**src/rtl/hilo_pkg.sv**
```systemverilog
// Shared definitions for the HI/LO sequencer: op_sel encodings, FSM states, default width.
package hilo_pkg;

  localparam int unsigned HILO_WIDTH = 32;

  localparam logic [1:0] OP_DIV  = 2'd0;
  localparam logic [1:0] OP_MULT = 2'd1;
  localparam logic [1:0] OP_MTHI = 2'd2;
  localparam logic [1:0] OP_MTLO = 2'd3;

  typedef enum logic [1:0] {
    IDLE      = 2'd0,
    DIV_WAIT  = 2'd1,
    MULT_WAIT = 2'd2
  } hilo_state_t;

endpackage

```
**src/rtl/hilo_ctrl_regs.sv**
```systemverilog
// HI/LO register pair with independent write enables and a combinational read mux.
module hilo_regs
  import hilo_pkg::*;
#(
  parameter int unsigned WIDTH = HILO_WIDTH
) (
  input  logic             clk,
  input  logic             rst_n,
  input  logic             hi_we,
  input  logic             lo_we,
  input  logic [WIDTH-1:0] hi_d,
  input  logic [WIDTH-1:0] lo_d,
  input  logic             rd_sel,
  output logic [WIDTH-1:0] rd_mux
);

  logic [WIDTH-1:0] hi_q;
  logic [WIDTH-1:0] lo_q;

  // Capture HI and LO independently so MTHI/MTLO touch only one half.
  always_ff @(posedge clk or negedge rst_n) begin
    if (!rst_n) begin
      hi_q <= '0;
      lo_q <= '0;
    end else begin
      if (hi_we) hi_q <= hi_d;
      if (lo_we) lo_q <= lo_d;
    end
  end

  // Read select: 1 = HI, 0 = LO.
  always_comb begin
    rd_mux = rd_sel ? hi_q : lo_q;
  end

endmodule

```
**src/rtl/hilo_ctrl.sv**
```systemverilog
// HI/LO sequencer: starts divider/multiplier, captures results, serves MFHI/MFLO.
// Optional abort timer enabled by defining HILO_TIMEOUT_EN.
module hilo_ctrl
  import hilo_pkg::*;
#(
  parameter int unsigned WIDTH   = HILO_WIDTH,
  parameter int unsigned TIMEOUT = 40
) (
  input  logic             clk,
  input  logic             rst_n,
  input  logic             op_valid,
  input  logic [1:0]       op_sel,
  input  logic [WIDTH-1:0] op_a,
  input  logic [WIDTH-1:0] op_b,
  input  logic             rd_en,
  input  logic             rd_sel,
  output logic [WIDTH-1:0] rd_data,
  output logic             stall,
  output logic             busy,
  output logic             DivIn,
  output logic             MultIn,
  output logic [WIDTH-1:0] arith_a,
  output logic [WIDTH-1:0] arith_b,
  input  logic             DivStop,
  input  logic             MultStop,
  input  logic             DivZero,
  input  logic [WIDTH-1:0] resultHigh,
  input  logic [WIDTH-1:0] resultLow,
  input  logic [WIDTH-1:0] multHigh,
  input  logic [WIDTH-1:0] multLow,
  output logic             div_zero_exc,
  output logic             timeout_err
);

  hilo_state_t      state;
  hilo_state_t      state_d;
  logic             hi_we;
  logic             lo_we;
  logic [WIDTH-1:0] hi_d;
  logic [WIDTH-1:0] lo_d;
  logic             start_div;
  logic             start_mult;
  logic             exc_d;
  logic             tmo_fire;
  logic [WIDTH-1:0] rd_mux;

  assign busy  = (state != IDLE);
  assign stall = busy & (op_valid | rd_en);

  // Reads are only served while idle; otherwise the bus is held at zero.
  always_comb begin
    rd_data = (rd_en && !busy) ? rd_mux : '0;
  end

`ifdef HILO_TIMEOUT_EN
  localparam logic [7:0] TMO_LAST = 8'(TIMEOUT - 1);
  logic [7:0] timer;

  // Abort fires on the edge that would bring the timer to TIMEOUT with no done seen.
  always_comb begin
    tmo_fire = 1'b0;
    if (timer == TMO_LAST) begin
      if (state == DIV_WAIT && !DivZero && !DivStop) tmo_fire = 1'b1;
      if (state == MULT_WAIT && !MultStop)           tmo_fire = 1'b1;
    end
  end

  // Wait-cycle timer: cleared on operation start, counts every wait cycle.
  always_ff @(posedge clk or negedge rst_n) begin
    if (!rst_n) begin
      timer       <= '0;
      timeout_err <= 1'b0;
    end else begin
      timeout_err <= tmo_fire;
      if (start_div || start_mult) timer <= '0;
      else if (busy)               timer <= timer + 8'd1;
    end
  end
`else
  assign tmo_fire    = 1'b0;
  assign timeout_err = 1'b0;
`endif

  // Next-state, register-write and start decisions for the sequencer.
  always_comb begin
    state_d    = state;
    hi_we      = 1'b0;
    lo_we      = 1'b0;
    hi_d       = op_a;
    lo_d       = op_a;
    start_div  = 1'b0;
    start_mult = 1'b0;
    exc_d      = 1'b0;
    unique case (state)
      IDLE: begin
        if (op_valid) begin
          unique case (op_sel)
            OP_DIV: begin
              if (op_b == '0) begin
                exc_d = 1'b1;
              end else begin
                start_div = 1'b1;
                state_d   = DIV_WAIT;
              end
            end
            OP_MULT: begin
              start_mult = 1'b1;
              state_d    = MULT_WAIT;
            end
            OP_MTHI: hi_we = 1'b1;
            OP_MTLO: lo_we = 1'b1;
            default: ;
          endcase
        end
      end
      DIV_WAIT: begin
        hi_d = resultHigh;
        lo_d = resultLow;
        if (DivZero) begin
          exc_d   = 1'b1;
          state_d = IDLE;
        end else if (DivStop) begin
          hi_we   = 1'b1;
          lo_we   = 1'b1;
          state_d = IDLE;
        end else if (tmo_fire) begin
          state_d = IDLE;
        end
      end
      MULT_WAIT: begin
        hi_d = multHigh;
        lo_d = multLow;
        if (MultStop) begin
          hi_we   = 1'b1;
          lo_we   = 1'b1;
          state_d = IDLE;
        end else if (tmo_fire) begin
          state_d = IDLE;
        end
      end
      default: state_d = IDLE;
    endcase
  end

  // State, start pulses, operand latches and exception pulse.
  always_ff @(posedge clk or negedge rst_n) begin
    if (!rst_n) begin
      state        <= IDLE;
      DivIn        <= 1'b0;
      MultIn       <= 1'b0;
      arith_a      <= '0;
      arith_b      <= '0;
      div_zero_exc <= 1'b0;
    end else begin
      state        <= state_d;
      DivIn        <= start_div;
      MultIn       <= start_mult;
      div_zero_exc <= exc_d;
      if (start_div || start_mult) begin
        arith_a <= op_a;
        arith_b <= op_b;
      end
    end
  end

  hilo_regs #(.WIDTH(WIDTH)) u_regs (
    .clk    (clk),
    .rst_n  (rst_n),
    .hi_we  (hi_we),
    .lo_we  (lo_we),
    .hi_d   (hi_d),
    .lo_d   (lo_d),
    .rd_sel (rd_sel),
    .rd_mux (rd_mux)
  );

endmodule

```
**config.mk**
```make
export PLATFORM = sky130hd
export DESIGN_NAME = hilo_ctrl
export DESIGN_NICKNAME = d
export VERILOG_FILES = /design/src/rtl/hilo_pkg.sv /design/src/rtl/hilo_ctrl_regs.sv /design/src/rtl/hilo_ctrl.sv
export SDC_FILE = /design/constraint.sdc
export NUM_CORES = 1
export LEC_CHECK = 0
export ABC_CLOCK_PERIOD_IN_PS = 2200
export CORE_ASPECT_RATIO = 1.75
export CORE_MARGIN = 2
export CORE_UTILIZATION = 42
export CTS_CLUSTER_DIAMETER = 50
export DETAILED_ROUTE_END_ITERATION = 8
export HOLD_SLACK_MARGIN = 0.03
export PLACE_DENSITY_LB_ADDON = 0.05
export SLEW_MARGIN = 20
export SYNTH_ARGS = -nofsm -noshare
export SYNTH_HDL_FRONTEND = slang
export SYNTH_SLANG_ARGS = --single-unit
```
**constraint.sdc**
```tcl
create_clock -name clk -period 2.2 [get_ports clk]
set_input_delay 0.33 -clock clk [delete_from_list [all_inputs] [get_ports clk]]
set_output_delay 0.33 -clock clk [all_outputs]
set_load 0.005 [all_outputs]
```
# ---- Word-level counts from Yosys, hierarchy flattened
# Cells that the tools add are included.
dict set report word_totals {
  reg_bits 133
  in_bits 202
}
dict set report op_classes {
  n_eq_ne 10
  muxes 32
  n_bitwise 2
  reduce_logical 8
}
# op n
set op_table {}
lappend op_table {{$pmux 32 s2} 2}
lappend op_table {{$mux 32} 2}
lappend op_table {{$logic_not 32->1} 1}
lappend op_table {{$mux 1} 18}
lappend op_table {{$mux 2} 5}
lappend op_table {{$eq 2x2->1 const B} 3}
lappend op_table {{$ne 3x3->1 const B} 2}
lappend op_table {{$pmux 1 s3} 2}
lappend op_table {{$pmux 2 s3} 1}
lappend op_table {{$reduce_and 5->1} 1}
lappend op_table {{$eq 2x1->1 const B} 2}
lappend op_table {{$logic_not 2->1} 2}
lappend op_table {{$ne 2x2->1 const B} 2}
lappend op_table {{$pmux 2 s2} 1}
lappend op_table {{$ne 3x1->1 const B} 1}
lappend op_table {{$pmux 1 s2} 1}
lappend op_table {{$reduce_bool 2->1} 1}
lappend op_table {{$and 1x1->1} 1}
lappend op_table {{$logic_and 1x1->1} 1}
lappend op_table {{$logic_not 1->1} 1}
lappend op_table {{$logic_or 1x1->1} 1}
lappend op_table {{$or 1x1->1} 1}

# ---- Logic depth before layout (Yosys ltp)
# Gate-level depths: netlist of run 1.
dict set report logic_depth {
  word_depth 6
  ltp_mapped 9
  mapped_depth_nobuf 6
}

# ---- Modules after synthesis
# Synthesis of run 1 repeated with hierarchy kept, for this count alone.
dict set report hier_totals {
  hier_cells 586
  area_unflattened_um2 7224.4
}
# module n_inst cells_per_inst area_each_um2 seq_area_each_um2
set modules_own_cells {}
lappend modules_own_cells {hilo_ctrl 1 414 3990.1 1726.7}
lappend modules_own_cells {hilo_regs 1 172 3234.4 1601.5}

# ---- Worst setup path after synthesis of run 1
# OpenSTA, ideal clock, no wires.
dict set report synth_timing {
  path_type {register -> register}
  from {register state[0]}
  to {register arith_a[6]}
  setup_time_ps 127
  t_arrival_ps 1803
  t_required_ps 2073
  slack_ps 270
  path_stages_with_launch 9
  n_path_buf 3
  cell_sequence {dfrtp_1 > inv_1 > ha_1 > buf_2 > and3b_1 > clkbuf_1 > o31ai_4 > buf_6 > mux2_1}
}
dict set report synth_between {
  elab_chain_len 3
  word_cells_on_any_way 4
  cone_classes {mux: 2; reduce/logical: 2}
}
# item line_no
set synth_lines {}
lappend synth_lines {{from (decl)} hilo_ctrl.sv:35} ;# hilo_state_t state;
lappend synth_lines {{from (signal assigned)} hilo_ctrl.sv:155} ;# state <= state_d;
lappend synth_lines {{$logic_not 2->1 (*)} hilo_ctrl.sv:94} ;# unique case (state)
lappend synth_lines {{$mux 1} hilo_ctrl.sv:94}
lappend synth_lines {{$logic_or 1x1->1 (*)} hilo_ctrl.sv:159} ;# if (start_div || start_mult) begin
lappend synth_lines {{to (signal assigned)} hilo_ctrl.sv:160} ;# arith_a <= op_a;
lappend synth_lines {{to (decl)} hilo_ctrl.sv:22} ;# output logic [WIDTH-1:0] arith_a,
# Mark *: on every way between the ends. The rest lies on a longest branch, timed or not.
# A chain may end at the register's enable or synchronous reset.

# ---- Worst setup path in the final report of run 1
dict set report layout_timing {
  from {register state[1]}
  to {output port rd_data[11]}
}
dict set report layout_between {
  elab_chain_len 4
}
# item line_no
set layout_lines {}
lappend layout_lines {{$reduce_bool 2->1} hilo_ctrl.sv:47} ;# assign busy = (state != IDLE);
lappend layout_lines {{$logic_not 1->1} hilo_ctrl.sv:52} ;# rd_data = (rd_en && !busy) ? rd_mux : '0;
lappend layout_lines {{$logic_and 1x1->1} hilo_ctrl.sv:52}
lappend layout_lines {{$mux 32} hilo_ctrl.sv:52}
lappend layout_lines {{to (decl)} hilo_ctrl.sv:17} ;# output logic [WIDTH-1:0] rd_data,
# Every way passes these cells.

==> results of run 1 <==
-- Yosys cell counts, drive strengths merged --
| library cell | n | area share |
|---|---|---|
| o31ai | 2 | 0.0044 |
| a21oi | 2 | 0.0015 |
| nor2b | 1 | 0.00096 |
| o21ai | 1 | 0.00076 |
| nand4b | 1 | 0.0013 |
| nand4 | 3 | 0.0029 |
| nor2 | 66 | 0.038 |
| a22o | 32 | 0.043 |
| a31o | 3 | 0.0040 |
| clkbuf | 39 | 0.022 |
| nor3b | 3 | 0.0034 |
| mux2 | 33 | 0.057 |
| or2 | 1 | 0.00096 |
| mux2i | 32 | 0.049 |
| a22oi | 64 | 0.073 |
| dfrtp | 133 | 0.51 |
| inv | 4 | 0.0023 |
| nor4 | 8 | 0.0076 |
| o32a | 1 | 0.0015 |
| nand3b | 1 | 0.0011 |
| and2 | 1 | 0.00096 |
| a211oi | 64 | 0.073 |
| nand2 | 4 | 0.0023 |
| a21o | 64 | 0.073 |
| buf | 19 | 0.016 |
| conb | 1 | 0.00057 |
| ha | 4 | 0.0076 |
| and3b | 1 | 0.0013 |
| nand2b | 1 | 0.00096 |
-- area by class of cell --
cell class / instances / share of cell area
inverters: 4 / 0.00141
well taps: 186 / 0.0219
multi-input cells: 394 / 0.282
diodes: 1 / 0.000236
repair buffers: 348 / 0.328
clock buffers: 19 / 0.0417
clock inverters: 13 / 0.0118
flip-flops and latches: 133 / 0.313
-- power breakdown --
group / internal, uW / leakage, uW / switching, uW / total [uW]
sequential: 3620 / 0.00164 / 659 / 4280
combinational: 3490 / 0.00296 / 2830 / 6320
clock: 1600 / 0.000263 / 1130 / 2730
total: 8710 / 0.00487 / 4620 / 13300
-- registers in the layout (all words and copies together), names as in the netlist --
signal	flops
DivIn	1
MultIn	1
arith_a	32
arith_b	32
div_zero_exc	1
state	2
u_regs.hi_q	32
u_regs.lo_q	32
-- worst register-to-register path, stage by stage (launching register included) --
cell and delay (ns):
dfrtp_1 0.39, inv_2 0.09, ha_4 0.15, buf_4 0.15
nand4_1 0.12, a31o_2 0.30, buf_4 0.25, a211oi_1 0.30
a21o_1 0.12
-- logic make-up (layout without fill, tap and decap cells) --
group           after synthesis  count (layout)
compound gates              233             233
fa+ha+maj                     4               4
buf+inv                      62             384
flops                       133             133
mux                          65              65
other cells                   1               2
simple gates                 91              91
-- final timing paths --
check                           slack [ns]  cells after the start              end
worst max register to register        0.27                      8  u_regs.lo_q[28]
worst min-delay path                  0.47                      1  u_regs.lo_q[22]
worst max-delay path                  0.08                      6      rd_data[11]
min in group asynchronous             0.49                      2      arith_b[28]
worst min register to register        0.47                      1  u_regs.lo_q[22]
max in group asynchronous             1.03                      3  u_regs.lo_q[12]
-- placed cells by master, fill, tap and decap left out, types with 2 or more instances in the layout --
master           instances
mux2_2                  31
buf_4                   33
a31o_2                   3
clkbuf_16               17
a21o_1                  64
a22o_1                  32
buf_12                  10
clkdlybuf4s15_1          2
nor4_1                   6
inv_1                    2
a21oi_1                  2
ha_2                     2
a22oi_1                 64
nor2_1                  66
nor4_2                   2
dlygate4sd2_1           29
mux2_1                   2
a211oi_1                64
clkinvlp_4               5
dfrtp_1                133
nand2_1                  3
clkdlybuf4s50_1        267
nand4_1                  3
nor3b_1                  3
buf_6                    2
inv_6                    4
clkinv_4                 2
inv_2                    2
mux2i_1                 32
-- through the flow --
stage / instance area, um2 / total power [uW] / cells
after global routing: 10600 / 14200 / 1098
after CTS: 10600 / 13400 / 1097
after global placement: 9990 / 10400 / 1059
final: 10600 / 13300 / 1098
after detailed placement: 9990 / 10600 / 1059
after floorplan: 6540 / 7380 / 589
-- layer usage --
| layer | share of wire | vias up | global-route usage | wire (um) |
|---|---|---|---|---|
| met5 | 0 | - | 0 | 0 |
| met4 | 0.029 | 0 | 0.0935 | 628 |
| met3 | 0.056 | 37 | 0.0702 | 1210 |
| met2 | 0.54 | 217 | 0.471 | 11800 |
| met1 | 0.37 | 3084 | 0.290 | 8050 |
| li1 | - | 2864 | - | - |
-- timing repair --
action	in CTS	in global routing
endpoints found under the setup margin	32	50
buffers inserted	4	0
resized for setup	37	7
hold buffers	1	0
gates cloned	1	0
pin swaps	1	1
hold endpoints to repair	60	0
==> results.json, run 1 <==
{
  "layout-drive-gt1-share": 0.135,
  "tritoncts": "yes",
  "placementRows": 60,
  "clock-sinks": 133,
  "path_delay_family": "buffers and inverters",
  "fp.dieH_um": 169,
  "grt_overflow": 0,
  "synth.distinct_cells": 34,
  "seq_area_frac_synth": 0.509,
  "crit_type": "flip-flop to primary output",
  "final_core_util": 0.693,
  "start_kind": "flip-flop",
  "grt_start_max_net_pins": 65,
  "netlist_area_um2": 6540,
  "cap_violations": 0,
  "fmax_mhz": 471,
  "worst_ir_drop_vdd_mv": 0.636,
  "crit_chain": "inv_2, ha_4, nand2_4, bufbuf_16, nor2_1, dlygate4sd2_1",
  "grt_pass1_vias": 6690,
  "outcome": "finished, final reports clean",
  "vias": 6202,
  "rsz0062_at_grt": "false",
  "drc": 0,
  "synth_mux_area_frac": 0.106,
  "slew_viol_final": 0,
  "synthAdderAreaFrac": 0.00765,
  "nets": 1104,
  "synthToLayoutAreaGrowth_pct": 62.3,
  "yosysWarnings": 0,
  "die_w_um": 98.4,
  "min_path_type": "flip-flop to flip-flop",
  "fin_ws_ns": 0.0782,
  "clock_path_buffers": 2,
  "ys_ff_latch": 133,
  "grt_usage": 0.260,
  "wl_um": 21700,
  "pin_count": 304,
  "startpoint": "state[1]",
  "required_ns": 1.87,
  "synth_top_family_by_area": "compound AO/OA/AOI/OAI gates",
  "initial_core_util": 0.427,
  "crit_path_end_kind": "primary output",
  "ant_nets": 0,
  "synth-simple-area-share": 0.0618,
  "hp-start": "u_regs.lo_q[22]",
  "synthCells": 589,
  "worst_slew_pin_slew_ns": 0.617,
  "syn-num-nets": 795,
  "multiInputGateArea_um2": 2990,
  "hold_violations": 0,
  "num-fill-cells": 1208,
  "port_buffers": 302,
  "p_leak_uw": 0.00487,
  "cts_root_buf": "clkbuf_16",
  "min_period_ns": 2.12,
  "clock_latency_ns": 0.41,
  "wl_per_cell_um": 19.8,
  "cp_max_fo": 10,
  "slew_headroom": 0.589,
  "cp_slowest_cell": "dfrtp_1",
  "gp_congestion": 0.844,
  "cpPeakStageDelay_ns": 0.39,
  "synth_compound_area_frac": 0.275,
  "drt_iter0_drc": 216,
  "drt-vias-per-instance": 5.65,
  "timing.final.crit_share": 0.964,
  "holdWs_ns": 0.474,
  "power_per_cell_area_nw_per_um2": 1260,
  "worst_ep_arrival_time_ns": 1.79,
  "die_area_um2": 16600,
  "hpwl_um": 15800,
  "setup_violations": 0,
  "cp_num_buf_inv": 3,
  "r2r-start": "state[1]",
  "cts.clk_slew.worst_paths_ns": 0.06,
  "antenna_found_initial": 1,
  "finalSetupTns_ns": 0,
  "firstDrtPassIters": 5,
  "pre_cts_ws_ns": -0.361,
  "final-seq-area_um2": 3330,
  "cts_buffers": 17,
  "synthXorXnorAreaFrac": 0,
  "cts_max_level": 4,
  "core_um2": 15300,
  "syn_area_per_cell_um2": 11.1,
  "grt_pass1_wl_um": 34400,
  "skew_ns": 0.00968
}
No activity file was read; power rests on OpenSTA's default activity.
==> inputs of run 2 (changes only) <==
PLACE_DENSITY = 0.87   (was default)
PLACE_DENSITY_LB_ADDON = default   (was 0.05)
SKIP_LAST_GASP = 1   (was default)
==> run 2 against run 1 <==
Against the previous run: clock power up 15%; clock skew up 0.0019 ns; power up 2.1%; die area unchanged; fmax down 1.2%; worst setup slack worse by 0.026 ns; clock-buffer cell count up 1; hold slack worse by 0.031 ns; non-clock buffer count down 7; register-to-register slack better by 0.03 ns.
==> results.json, run 2 (synthesis gave the netlist of run 1 again) <==
{
  "vias": 6158,
  "grt_overflow": 0,
  "multiInputGateArea_um2": 3010,
  "finalSetupTns_ns": 0,
  "grt_usage": 0.259,
  "timing.final.crit_share": 0.976,
  "setup_violations": 0,
  "pin_count": 304,
  "grt_start_max_net_pins": 51,
  "layout-drive-gt1-share": 0.128,
  "required_ns": 2.49,
  "port_buffers": 302,
  "wl_per_cell_um": 19.8,
  "fp.dieH_um": 169,
  "ant_nets": 0,
  "fmax_mhz": 466,
  "cts_max_level": 4,
  "cts_root_buf": "clkbuf_16",
  "final_cell_mix": "268 x clkdlybuf4s50_1, 133 x dfrtp_1, 65 x nor2_1",
  "drt-vias-per-instance": 5.64,
  "firstDrtPassIters": 5,
  "comb_power_share": 0.456,
  "crit_type": "input pin to flip-flop",
  "fin_ws_ns": 0.0521,
  "p_leak_uw": 0.00485,
  "num-fill-cells": 1130,
  "final-seq-area_um2": 3330,
  "initial_core_util": 0.427,
  "crit_path_end_kind": "flip-flop",
  "placementRows": 60,
  "reg2reg_slack_ns": 0.30,
  "clock-sinks": 133,
  "antenna_found_initial": 2,
  "worst_ep_arrival_time_ns": 2.43,
  "pre_cts_ws_ns": -0.445,
  "cap_violations": 0,
  "core_um2": 15300,
  "die_w_um": 98.4,
  "clock_path_buffers": 2,
  "hold_violations": 0,
  "min_path_type": "input pin to async pin",
  "outcome": "finished, final reports clean",
  "start_kind": "input pin",
  "layout_commonest_cell": "clkdlybuf4s50_1",
  "worst_ir_drop_vdd_mv": 0.755,
  "slew_viol_final": 0,
  "cp_max_fo": 21,
  "final_core_util": 0.694,
  "p_clk_frac": 0.230,
  "grt_pass1_wl_um": 34000,
  "grt_pass1_vias": 6452,
  "gp_congestion": 0.847,
  "min_period_ns": 2.15,
  "hpwl_um": 15700,
  "switching_power_uw": 4540,
  "p_seq_frac": 0.314,
  "drc": 0,
  "die_area_um2": 16600,
  "skew_ns": 0.0116,
  "power_per_cell_area_nw_per_um2": 1280,
  "clock_latency_ns": 0.41,
  "cts.clk_slew.worst_paths_ns": 0.06,
  "sw_frac_of_total": 0.334,
  "wl_um": 21600,
  "synthToLayoutAreaGrowth_pct": 62.4,
  "drt_iter0_drc": 274,
  "nets": 1097,
  "p_int_uw": 9070,
  "cts_buffers": 17,
  "tritoncts": "yes"
}
## run 2: cell types whose count changed in the layout (fill, tap and decap cells not counted), moves of 2 or more
cell and change:
clkinvlp_4 -3, bufinv_16 +4, dlygate4sd2_1 +2, inv_6 -3, buf_4 -6, nor4_1 -2
## run 2: power by group through the flow
| stage | registers, uW | clock network (uW) | logic, uW |
|---|---|---|---|
| floorplan | 4210 | 0 | 3170 |
| global placement | 4240 | 0 | 6100 |
| detailed placement | 4290 | 0 | 6240 |
| CTS | 4270 | 3170 | 6240 |
| global route | 4410 | 3290 | 6740 |
| finish | 4270 | 3130 | 6210 |
## run 2: metal layers
layer | wire, um | GRT usage | vias to the layer above
met5 | 13 | 0 | -
met4 | 691 | 0.0977 | 2
met3 | 1150 | 0.0557 | 40
met2 | 11600 | 0.467 | 250
met1 | 8190 | 0.297 | 3019
li1 | - | - | 2847
## run 2: through the flow
| stage | total power [uW] | instances | area [um2] | hold slack (ns) |
|---|---|---|---|---|
| floorplan | 7380 | 589 | 6540 | 0.0344 |
| global placement | 10300 | 1053 | 9920 | 0.306 |
| detailed placement | 10500 | 1053 | 9920 | 0.311 |
| CTS | 13700 | 1090 | 10600 | 0.460 |
| global route | 14400 | 1091 | 10600 | 0.477 |
| finish | 13600 | 1091 | 10600 | 0.443 |
## run 2: final cells by class
cell class / instances / share of cell area
clock buffers: 20 / 0.0420
well taps: 186 / 0.0219
flip-flops and latches: 133 / 0.313
diodes: 1 / 0.000235
multi-input cells: 394 / 0.283
clock inverters: 12 / 0.0190
repair buffers: 341 / 0.320
inverters: 4 / 0.00141
## run 2: worst max-delay path, stage by stage
cell and delay [ns]:
clkdlybuf4s50_1 0.46, nor4_2 0.38, nand4_1 0.16, buf_4 0.18, o31ai_4 0.34, buf_12 0.22
mux2_2 0.36
## run 2: path summary, 6_finish.rpt
| check | cells after the start | startpoint | endpoint |
|---|---|---|---|
| hold reg to reg | 1 | u_regs.hi_q[13] | u_regs.hi_q[13] |
| hold / removal | 2 | rst_n | arith_a[24] |
| min in group clk | 1 | u_regs.hi_q[13] | u_regs.hi_q[13] |
| setup reg to reg | 8 | state[0] | u_regs.hi_q[18] |
| max in group asynchronous | 3 | rst_n | u_regs.lo_q[4] |
| setup / recovery | 7 | op_b[10] | arith_a[0] |
## run 2: timing repair
action                                  4_1_cts  5_1_grt
pin swaps                                     2        0
endpoints found under the hold margin        48        0
endpoints found under the setup margin       64       48
gates resized for setup                      37        6
setup buffers                                 4        0
hold buffers                                  1        0
